**src/rtl/ex_mem_pipe_reg.sv**
```systemverilog
// ex_mem_pipe_reg: EX->MEM pipeline register using a valid/ready handshake.
//
// Default build: a single entry. in_ready = !out_valid || out_ready, which is
// combinational on out_ready.
// Build with EX_MEM_SKID_EN defined: a main entry plus a skid entry. in_ready
// is a registered flag meaning "skid entry empty", so it has no combinational
// path from out_ready.
//
// Ports:
//   clk, rst_n        clock; asynchronous active-low reset
//   in_valid/in_ready EX-side handshake
//   ctrl_in           control bundle: bit0 RegWrite, bit1 MemtoReg, bit2 MemWrite
//   alu_result_in, write_data_in, write_reg_in   EX payload
//   flush             drop every held entry and any same-edge input
//   out_valid/out_ready MEM-side handshake
//   ctrl_out, alu_result_out, write_data_out, write_reg_out  MEM payload
//                     (ctrl_out is forced to zero while out_valid is low)
//   stall_cnt         saturating count of edges with out_valid && !out_ready
module ex_mem_pipe_reg #(
  parameter int DATA_WIDTH      = 32,
  parameter int REG_ADDR_WIDTH  = 5,
  parameter int CTRL_WIDTH      = 3,
  parameter int STALL_CNT_WIDTH = 16
) (
  input  logic                       clk,
  input  logic                       rst_n,
  input  logic                       in_valid,
  output logic                       in_ready,
  input  logic [CTRL_WIDTH-1:0]      ctrl_in,
  input  logic [DATA_WIDTH-1:0]      alu_result_in,
  input  logic [DATA_WIDTH-1:0]      write_data_in,
  input  logic [REG_ADDR_WIDTH-1:0]  write_reg_in,
  input  logic                       flush,
  output logic                       out_valid,
  input  logic                       out_ready,
  output logic [CTRL_WIDTH-1:0]      ctrl_out,
  output logic [DATA_WIDTH-1:0]      alu_result_out,
  output logic [DATA_WIDTH-1:0]      write_data_out,
  output logic [REG_ADDR_WIDTH-1:0]  write_reg_out,
  output logic [STALL_CNT_WIDTH-1:0] stall_cnt
);

  typedef struct packed {
    logic [CTRL_WIDTH-1:0]     ctrl;
    logic [DATA_WIDTH-1:0]     alu;
    logic [DATA_WIDTH-1:0]     wdata;
    logic [REG_ADDR_WIDTH-1:0] wreg;
  } entry_t;

  entry_t in_ent, main_q;
  logic   main_vld;
  logic   in_fire, out_fire;

  assign in_ent   = '{ctrl: ctrl_in, alu: alu_result_in, wdata: write_data_in, wreg: write_reg_in};
  assign in_fire  = in_valid && in_ready;
  assign out_fire = main_vld && out_ready;

`ifdef EX_MEM_SKID_EN
  entry_t skid_q;
  logic   skid_empty;

  // The skid entry can only fill when main is full and not draining, so
  // in_ready drops one cycle after MEM stalls, never combinationally.
  assign in_ready = skid_empty;

  always_ff @(posedge clk or negedge rst_n) begin
    if (!rst_n) begin
      main_vld   <= 1'b0;
      main_q     <= '0;
      skid_q     <= '0;
      skid_empty <= 1'b1;
    end else if (flush) begin
      main_vld   <= 1'b0;
      skid_empty <= 1'b1;
    end else if (out_fire) begin
      if (!skid_empty) begin
        main_q     <= skid_q;   // the older skid entry moves up; main stays valid
        skid_empty <= 1'b1;
      end else if (in_fire) begin
        main_q     <= in_ent;
      end else begin
        main_vld   <= 1'b0;
      end
    end else if (in_fire) begin
      if (main_vld) begin
        skid_q     <= in_ent;
        skid_empty <= 1'b0;
      end else begin
        main_q     <= in_ent;
        main_vld   <= 1'b1;
      end
    end
  end
`else
  assign in_ready = !main_vld || out_ready;

  always_ff @(posedge clk or negedge rst_n) begin
    if (!rst_n) begin
      main_vld <= 1'b0;
      main_q   <= '0;
    end else if (flush) begin
      main_vld <= 1'b0;
    end else if (in_fire) begin
      main_q   <= in_ent;
      main_vld <= 1'b1;
    end else if (out_fire) begin
      main_vld <= 1'b0;
    end
  end
`endif

  // Back-pressure counter: flush does not clear it, and it saturates at all ones.
  always_ff @(posedge clk or negedge rst_n) begin
    if (!rst_n)
      stall_cnt <= '0;
    else if (main_vld && !out_ready && !(&stall_cnt))
      stall_cnt <= stall_cnt + 1'b1;
  end

  assign out_valid      = main_vld;
  assign ctrl_out       = main_vld ? main_q.ctrl : '0;  // a bubble never carries RegWrite/MemWrite
  assign alu_result_out = main_q.alu;
  assign write_data_out = main_q.wdata;
  assign write_reg_out  = main_q.wreg;

endmodule

```
**config.mk**
```make
export PLATFORM = sky130hd
export DESIGN_NAME = ex_mem_pipe_reg
export DESIGN_NICKNAME = d
export VERILOG_FILES = /design/src/rtl/ex_mem_pipe_reg.sv
export SDC_FILE = /design/constraint.sdc
export NUM_CORES = 1
export LEC_CHECK = 0
export CAP_MARGIN = 5
export CORE_ASPECT_RATIO = 1.25
export CORE_MARGIN = 2
export CORE_UTILIZATION = 43
export DETAILED_ROUTE_END_ITERATION = 12
export HOLD_SLACK_MARGIN = 0.06
export PLACE_DENSITY = 0.9
export SYNTH_ARGS = -nofsm -noshare
export SYNTH_HDL_FRONTEND = slang
export SYNTH_SLANG_ARGS = --single-unit
```
**constraint.sdc**
```tcl
create_clock -name clk -period 2.24 [get_ports clk]
set_input_delay 0.448 -clock clk [delete_from_list [all_inputs] [get_ports clk]]
set_output_delay 0.448 -clock clk [all_outputs]
set_load 0.1 [all_outputs]
```
# Yosys cells after proc, flatten, opt, wreduce, memory -nomap -nowiden
# Cells that the tools add are included.
[op_classes] n_addsub=1 mul=0 n_div=0 order_cmp=0 eq_ne=0 shift=0 mux=4 n_bitwise=1 n_reduce_logical=11
[ops] op="adder 16 x 1 -> 16 bit, second input constant" count=1
[ops] op="AND reduction 16 bit" count=1
[ops] op="logical AND 1 bit" count=4
[ops] op="zero test 1 bit" count=3
[ops] op="two-way mux 1 bit" count=3
[ops] op="two-way mux 3 bit" count=1
[ops] op="nonzero test 3 bit" count=1
[ops] op="AND reduction 2 bit" count=1
[ops] op="logical OR 1 bit" count=1
[ops] op="inverter 1 bit" count=1
[totals] reg_bits=89 latchBits=0 ram_bits=0 romBits=0 in_bits=77 output_inout_bits=90 n_memories=0

# Logic depth before layout (Yosys ltp)
# Gate-level depths: netlist (run 1).
[depth] ltp_word=5 mapped_depth=6 depth_no_buf=5

# Least setup slack after synthesis (run 1)
# Ideal clock, no wire load.
[synth_path] path_type="register to register" startpoint="register main_vld, in the netlist out_valid" endpoint="register stall_cnt[12]" setup_time_ps=128 arrival_ps=2434 setup_slack_ps=-323 path_stages_with_launch=7 period_less_slack_ps=2563 cell_sequence="dfrtp_1 nor2b_1 buf_6 inv_2 nor4_2 nand3_1 mux2_1"
[synth_between] elab_chain_cells=2
[synth_rtl] element="start: declaration" line="51" text="logic main_vld;"
[synth_rtl] element="start signal: assignment" line="99" text="main_vld <= 1'b0;"
[synth_rtl] element="start signal: assignment" line="102" text="main_vld <= 1'b0;"
[synth_rtl] element="start signal: assignment" line="105" text="main_vld <= 1'b1;"
[synth_rtl] element="logical AND 1 bit (2 in series)" line="116" text="else if (main_vld && !out_ready && !(&stall_cnt))"
[synth_rtl] element="end signal: assignment" line="117" text="stall_cnt <= stall_cnt + 1'b1;"
[synth_rtl] element="end: declaration" line="40" text="output logic [STALL_CNT_WIDTH-1:0] stall_cnt"
# No other way between the ends.
# A chain may end at the register's enable or synchronous reset.

# Worst setup path after layout (run 1)
[layout_path] startpoint="input out_ready" endpoint="output in_ready"
[layout_between] elab_chain_cells=1
[layout_rtl] element="start: declaration" line="35" text="input logic out_ready,"
[layout_rtl] element="logical OR 1 bit" line="95" text="assign in_ready = !main_vld || out_ready;"
[layout_rtl] element="end: declaration" line="28" text="output logic in_ready,"
# No other way between the ends.

==> impl_metrics.toml, run 1 <==
[timing]
finalSetupViolations = 0
hold_slack_ps = 97.3
worst_pin_slew_ps = 536
hold_viol_final = 0
slew_violations = 0
slew_headroom = 0.643
fmax_ghz = 0.509
tns_ps = 0
finalClockSkew_ps = 3.80
min_period_ps = 1970
period_share = 0.877
grt_setup_unrepaired = "no"

[clocking]
post_cts_buffers = 0
ctsRootBufferMaster = "clkbuf_16"
numCtsBuffers = 9
clk-insertion-delay-late_ps = 320
post_cts_resized = 0
htreeDepth = 3
clockBufferDepth = 2
path_clk_slew_ps = 60
clock-sinks = 89
hold_buffers = 0
cts_tree = "built"

[worst_setup_path]
start_kind = "input pin"
critical-path-max-stage-delay_ps = 400
path_cells = "clkdlybuf4s50_1 > nor2b_1 > buf_4 > inv_2 > buf_4 > buf_12"
crit_buf_inv = 5
cp_common_cell = "buf_4"
required_ps = 1790
path_class = "input pin to output pin"
crit_slowest_cell = "clkdlybuf4s50_1"
end_kind = "output pin"
cp.arrival_ps = 1520
cp_max_fo = 8
critical-path-top-delay-family = "buffers and inverters"

[die]
coreArea_sq_mm = 0.00917
start_util = 0.445
rows = 39
io_pins = 167
die_area_sq_mm = 0.0103
die_h_um = 113
die_w_um = 91.2

[pwr]
swShare = 0.462
p_per_area_mw_per_mm2 = 1190
power_frac_seq = 0.314
peakVddDrop_uv = 1260
p_total_w = 0.00661
cell_internal_pwr_w = 0.00356
clkPwrFrac = 0.231
leakagePower_nw = 2.44
p_comb_frac = 0.454
switchingPower_w = 0.00306

[final_layout]
syn2layout_area_growth_pct = 35.7
stdcell_count = 541
antenna_cells = 0
fillerInstances = 760
drive_gt1_frac = 0.510
nets = 491
final_area_sq_mm = 0.00554

[routing]
firstDrtPassIters = 5
wire_per_inst_um = 15.0
drt-initial-drc-count = 67
ant_nets = 0
post-route-drc-count = 0
drt_wl_total_mm = 8.13
vias = 2599
avgViaCountPerCell = 4.80

[synthesis]
synthTopCellsByArea = "dfrtp_1 (55%), mux2_2 (20%), buf_4 (13%), xnor2_1 (1.3%), buf_2 (0.98%)"
ys_warn_count = 0
yosysTopAreaCellShare = 0.545
synth_cells = 305
synth_cell_types = 38
synth-seq-cells = 89
syn_area_per_cell_sq_um = 13.4
yosysTopAreaCell = "dfrtp_1"
ys_seq_area_frac = 0.545
netlist_area_sq_mm = 0.00409
syn-num-nets = 383

[place]
hpwl_mm = 6.31
port_buffers = 166
place_congestion = 0.792
dpl_cell_area_sq_mm = 0.00523
placed_cells = 525

[global_routing]
grt_pass1_wl_mm = 13.1
grt_max_degree = 50
gr-total-overflow = 0
antenna_found_initial = 0
grt_use_total = 0.159
first_global_vias = 2736

[run_status]
status = "completed"

[hold_path]
min_path_type = "input pin to asynchronous set/reset pin"

[job]
maxCapViolations = 0
[placed cells by master (no fill, tap or decap), drive strengths merged]
cell	Yosys	routed
a21oi	4	4
a31oi	2	2
and2	3	3
and3	2	2
and4	2	2
and4b	1	1
buf	79	101
bufinv	0	1
clkbuf	0	13
clkdlybuf4s50	0	75
clkinvlp	0	1
dfrtp	89	89
ha	1	1
inv	1	2
mux2	74	74
nand2	5	5
nand3	6	6
nand4	2	2
nor2	8	8
nor2b	2	2
nor3	3	3
nor3b	1	1
nor4	3	3
nor4b	1	1
o2111ai	1	1
o211ai	2	2
o21ai	2	2
o21ba	1	1
or4	1	1
xnor2	6	6
xor2	3	3
[final timing paths]
check                                                       to  slack (ps)                      start  cells past startpoint
min in group clk                     stall_cnt[15]$_DFFE_PN0P_         490  stall_cnt[15]$_DFFE_PN0P_                      1
max in group asynchronous       alu_result_out[16]$_DFFE_PN0P_        1500                      rst_n                      2
worst min register to register       stall_cnt[15]$_DFFE_PN0P_         490  stall_cnt[15]$_DFFE_PN0P_                      1
worst min-delay path             write_data_out[9]$_DFFE_PN0P_         100                      rst_n                      1
worst max register to register  alu_result_out[11]$_DFFE_PN0P_         440      out_valid$_DFFE_PN0P_                      6
worst max-delay path                                  in_ready         270                  out_ready                      6
[logic make-up (layout without fill, tap and decap cells)]
family | after synthesis | count (layout) | synth area share
flops | 89 | 89 | 0.545
buf+inv | 80 | 193 | 0.143
mux | 74 | 74 | 0.205
simple gates | 40 | 40 | 0.0619
compound gates | 12 | 12 | 0.0227
xor+xnor | 9 | 9 | 0.0193
fa+ha+maj | 1 | 1 | 0.00306
[synthesized netlist by cell type]
library cell and number:
a21oi_1 4, a31oi_1 2, and2_1 3, and3_1 1, and3_2 1, and4_1 1, and4_2 1, and4b_1 1
buf_2 8, buf_4 69, buf_6 2, dfrtp_1 89, ha_1 1, inv_2 1, mux2_1 1, mux2_2 72
mux2_4 1, nand2_1 5, nand3_1 5, nand3_2 1, nand4_1 1, nand4_4 1, nor2_1 8, nor2b_1 2
nor3_1 3, nor3b_1 1, nor4_1 2, nor4_2 1, nor4b_1 1, o2111ai_1 1, o211ai_1 1, o211ai_2 1
o21ai_1 1, o21ai_4 1, o21ba_1 1, or4_4 1, xnor2_1 6, xor2_1 3
[layout make-up]
type,count,area [sq um],share of cell area
clock buffer,13,270,0.0487
sequential,89,2240,0.405
tap,123,154,0.0278
clock inverter,3,46.3,0.00835
inverter,1,3.75,0.000677
multi-input combinational,136,1280,0.231
timing repair buffer,176,1550,0.279
[sequential cells by signal (all words and copies together) (netlist names)]
register        flops
write_reg_out       5
stall_cnt          16
alu_result_out     32
out_valid           1
write_data_out     32
main_q              3
[power by group through the flow]
| stage | registers [W] | clock network, W | logic [W] |
|---|---|---|---|
| 2_1_floorplan | 0.00239 | 0 | 0.00233 |
| 3_3_place_gp | 0.00209 | 0 | 0.00299 |
| 3_5_place_dp | 0.00211 | 0 | 0.00302 |
| 4_1_cts | 0.00208 | 0.00158 | 0.00302 |
| 5_1_grt | 0.00212 | 0.00167 | 0.00308 |
| 6_report | 0.00208 | 0.00153 | 0.00300 |
[through the flow]
step	worst slack (ps)	util
after floorplan	-26.1	-
after global placement	79.2	0.570
after detailed placement	31.5	0.570
after CTS	260	0.604
after global routing	233	0.604
final	275	0.604
[per-layer routing]
metal / share of wire / global-route usage / wire, um / vias to the layer above
met2: 0.55 / 0.294 / 4490 / 103
li1: - / - / - / 1199
met5: 0 / 0 / 0 / -
met3: 0.060 / 0.0373 / 486 / 8
met4: 0.012 / 0.0566 / 96 / 0
met1: 0.38 / 0.178 / 3060 / 1289
Note: power is estimated with default switching activity, not from simulation.
==> run 2, diff against run 1 <==
- SKIP_LAST_GASP: default -> 1
==> results of run 2 <==
No change in the layout: final DEF, timing and power equal those of run 1.
==> run 3, diff against run 2 <==
- GPL_TIMING_DRIVEN: default -> 0
- SLEW_MARGIN: default -> 0
==> impl_metrics.toml, run 3 (synthesized netlist as in run 1, its figures left out) <==
[worst_setup_path]
end_kind = "output pin"
cp_max_fo = 5
r2r_end = "write_data_out[10]$_DFFE_PN0P_"
critPathCapture = "ctrl_out[2]"
crit_start = "out_valid$_DFFE_PN0P_"
r2r_start = "out_valid$_DFFE_PN0P_"
path_class = "register to output pin"
ff2ff_path_depth = 6
start_kind = "register"
cp.arrival_ps = 1740
ff2ff_setup_slack_ps = 320
required_ps = 1790

[place]
placed_cells = 595
place_congestion = 0.764
port_buffers = 166
hpwl_mm = 7.12

[final_layout]
stdcell_count = 612
syn2layout_area_growth_pct = 50.2
multi_input_area_sq_mm = 0.00127
antenna_cells = 0
nets = 562
fillerInstances = 710
fin_util = 0.669
drive_gt1_frac = 0.395
register_area_sq_mm = 0.00224
layout_commonest_cell = "dlygate4sd2_1"
final_cell_mix = "dlygate4sd2_1 (89), dfrtp_1 (75), clkdlybuf4s50_1 (75)"

[job]
maxCapViolations = 0

[pwr]
peakVddDrop_uv = 948
p_per_area_mw_per_mm2 = 1100
leakagePower_nw = 2.85

[global_routing]
grt_max_degree = 75
grt_use_total = 0.189
grt_use_met1 = 0.219
antenna_found_initial = 0
grt_pass1_wl_mm = 15.5
gr-total-overflow = 0
first_global_vias = 3173
busiest_layer = "met2"
global_route.usage.met3 = 0.0306
gr-usage-met2 = 0.343

[die]
start_util = 0.445
die_w_um = 91.2
io_pins = 167
coreArea_sq_mm = 0.00917
rows = 39
die_h_um = 113
die_area_sq_mm = 0.0103

[routing]
ant_nets = 0
post-route-drc-count = 0
avgViaCountPerCell = 4.72
drt-initial-drc-count = 60
vias = 2886
wire_per_inst_um = 15.2
firstDrtPassIters = 4
drt_wl_total_mm = 9.31

[clocking]
clk-insertion-delay-late_ps = 330
cts_tree = "built"
path_clk_slew_ps = 60
htreeDepth = 3
ctsRootBufferMaster = "clkbuf_16"
numCtsBuffers = 9
clockBufferDepth = 2
post_cts_buffers = 0
clock-sinks = 89

[hold_path]
min_path_type = "register to register"

[timing]
worst_pin_slew_ps = 1010
slew_violations = 0
finalSetupViolations = 0
grt_setup_unrepaired = "no"
fmax_ghz = 0.457
tns_ps = 0
period_share = 0.976
finalClockSkew_ps = 6.80
slew_headroom = 0.326
hold_viol_final = 0
min_period_ps = 2190

[run_status]
status = "completed"
==> run 3: changes by cell type in the layout (fill, tap and decap cells not counted), sizes merged <==
cell and change:
clkinvlp +1, inv -1, dlygate4sd3 +1, dlygate4sd2 +89, clkinv +2, clkbuf -1, buf -20
==> run 3: layer usage <==
metal,up-vias,share of wire
met1,1438,0.39
met5,-,0
li1,1334,-
met2,98,0.54
met4,0,0.024
met3,16,0.044
==> run 3: per-stage QoR <==
stage | area [sq um] | total power [W] | hold slack, ps | worst slack (ps)
after global routing | 6130 | 0.00701 | 512 | 3.82
after global placement | 5920 | 0.00544 | 483 | -2730
after detailed placement | 5940 | 0.00552 | 333 | -545
after CTS | 6140 | 0.00683 | 499 | -242
after floorplan | 4100 | 0.00472 | 152 | -26.1
final | 6130 | 0.00676 | 495 | 53.2
==> run 3: repair_timing <==
item	4_1_cts	5_1_grt
endpoints found under the setup margin	90	1
hold endpoints to repair	15	0
hold buffers	1	0
gates resized for setup	91	1
cloned	0	0
==> run 3: worst min path at each step <==
stage                                         end                 startpoint  cells after the start
global route            stall_cnt[15]$_DFFE_PN0P_  stall_cnt[15]$_DFFE_PN0P_                      1
floorplan           alu_result_out[0]$_DFFE_PN0P_                      rst_n                      0
finish                   stall_cnt[0]$_DFFE_PN0P_   stall_cnt[0]$_DFFE_PN0P_                      1
CTS                      stall_cnt[0]$_DFFE_PN0P_   stall_cnt[0]$_DFFE_PN0P_                      1
detailed placement  write_data_out[6]$_DFFE_PN0P_                      rst_n                      1
global placement        stall_cnt[15]$_DFFE_PN0P_  stall_cnt[15]$_DFFE_PN0P_                      1
==> run 3: final cells by class <==
| cell class | instances | area share |
|---|---|---|
| sequential | 89 | 0.366 |
| timing repair buffer | 168 | 0.258 |
| multi-input combinational | 136 | 0.208 |
| buffer | 79 | 0.0946 |
| clock buffer | 11 | 0.0396 |
| tap | 123 | 0.0251 |
| clock inverter | 5 | 0.00897 |
| inverter | 1 | 0.000612 |
==> run 3: power breakdown <==
part | internal, W | switching, W
clock network | 0.000891 | 0.000599
logic | 0.000860 | 0.00235
registers | 0.00188 | 0.000186
==> run 3: worst max-delay path, cell delays in order (launching register included) <==
cell,delay (ps)
dfrtp_2,390
and2_1,130
dlygate4sd2_1,890
==> patch: new RTL, flow settings as in run 2 <==
`REG_ADDR_WIDTH`: 5 -> 6.
--- a/src/rtl/ex_mem_pipe_reg.sv
+++ b/src/rtl/ex_mem_pipe_reg.sv
@@ -18,7 +18,7 @@
 //   stall_cnt         saturating count of edges with out_valid && !out_ready
 module ex_mem_pipe_reg #(
   parameter int DATA_WIDTH      = 32,
-  parameter int REG_ADDR_WIDTH  = 5,
+  parameter int REG_ADDR_WIDTH  = 6,
   parameter int CTRL_WIDTH      = 3,
   parameter int STALL_CNT_WIDTH = 16
 ) (
Ports: changed (resized write_reg_in and write_reg_out); port bits go from 167 to 169. The function was not compared with the original's and may differ.
==> patch against run 2 <==
  * Setup slack lost 0.035 ns
  * Design area increased by 0.70%
  * Synthesized area increased by 0.49%
  * Critical path depth down 1
  * Sequential cell count is 1 higher
  * Non-clock buffer count shrank 1
  * Hold slack improved by 0.00083 ns
  * Final cell count is 0.37% lower
  * Global-route usage up 0.84 points
  * Routed wire length up 4.1%
  * Power is 1.7% higher
  * Largest cell class unchanged
  * Maximum frequency down 1.7%
  * Critical endpoint unchanged
  * Register-to-register slack worse by 0.10 ns
  * Highest routed layer unchanged
==> patch: results <==
[placement]
gp_congestion = 0.8153
dp_hpwl_um = 6455
port_buffers = 168

[timing]
skew_ns = 0.009096
max-slew-margin-rel_pct = 59.86

[routing]
wl_met3_um = 554
wl_met1_um = 3172
via_per_inst = 4.731
wl_met2_um = 4566
firstDrtPassIters = 4
drt-initial-drc-count = 38

[yosys]
syn-num-nets = 382
synth_area_leaders = dfrtp_1 (55%), mux2_2 (20%), buf_4 (13%)
synth_common_cells = dfrtp_1 (90), mux2_2 (74), buf_4 (70), xor2_1 (13), buf_2 (8)
ys_types = 25
ys_seq_area_share_pct = 54.86

[run_status]
status = complete, no violations

[cts]
htree_num_levels = 3

[grt]
grt_use_met1_pct = 18.91
met3_usage_pct = 4.927
grt_usage_pct = 16.74
grt_pass1_vias = 2754
grt_pass1_wl_um = 13640

[setup_path]
critical_path_peak_fanout = 4
worstReg2RegStart = stall_cnt[0]$_DFFE_PN0P_
worstPathArrival_ns = 1.55
critPathMaxStageDelay_ns = 0.45
worstSetupEndpoint = in_ready
rr_worst_depth = 4
r2r-end = stall_cnt[1]$_DFFE_PN0P_

[power_and_ir_drop]
ir_drop_uv = 1110
p_switching_w = 0.003079
leakage_nw = 2.539
p_comb_w = 0.00301
power_w = 0.006728
clkPwrFrac_pct = 23.9

[final_layout]
nets = 490
fillers = 723
==> patch: changes by cell type in the layout (fill, tap and decap cells not counted), sizes merged, moves of 3 or more <==
cell / before / now
a21oi: 4 / 0
xor2: 3 / 13
nor3: 3 / 6
nand4: 2 / 5
xnor2: 6 / 1
==> patch: logic make-up (layout without fill, tap and decap cells) <==
group	Yosys count	in the layout	synth area share, %
flip-flops	90	90	54.86
buffers and inverters	80	193	13.96
multiplexers	75	75	20.66
AND/OR/NAND/NOR	42	42	6.553
XOR/XNOR	14	14	2.987
adder cells (fa/ha/maj)	1	1	0.3047
AO/OA/AOI/OAI	1	1	0.6706
==> patch: worst min path at each step <==
stage          slack (ns)  startpoint  depth (start not counted)                        endpoint
4_1_cts              0.11       rst_n                          1  alu_result_out[24]$_DFFE_PN0P_
3_5_place_dp         0.47       rst_n                          1  alu_result_out[24]$_DFFE_PN0P_
5_1_grt              0.13       rst_n                          1  alu_result_out[24]$_DFFE_PN0P_
6_report              0.1       rst_n                          1  alu_result_out[24]$_DFFE_PN0P_
2_1_floorplan        0.15       rst_n                          0   alu_result_out[0]$_DFFE_PN0P_
3_3_place_gp         0.46       rst_n                          1  alu_result_out[24]$_DFFE_PN0P_
==> patch: area by class of cell <==
cell class | count | area share, %
tap | 123 | 2.757
inverter | 2 | 0.1345
multi-input combinational | 133 | 23.02
timing repair buffer | 175 | 27.61
clock buffer | 14 | 4.729
clock inverter | 2 | 1.076
sequential | 90 | 40.68
==> patch: through the flow <==
step,area [um^2],instances,setup WS [ns]
after CTS,5583,539,0.2322
after global placement,5259,523,0.08618
after global routing,5583,539,0.2036
final,5583,539,0.2401
after detailed placement,5259,523,0.05932
after floorplan,4124,303,0.002913
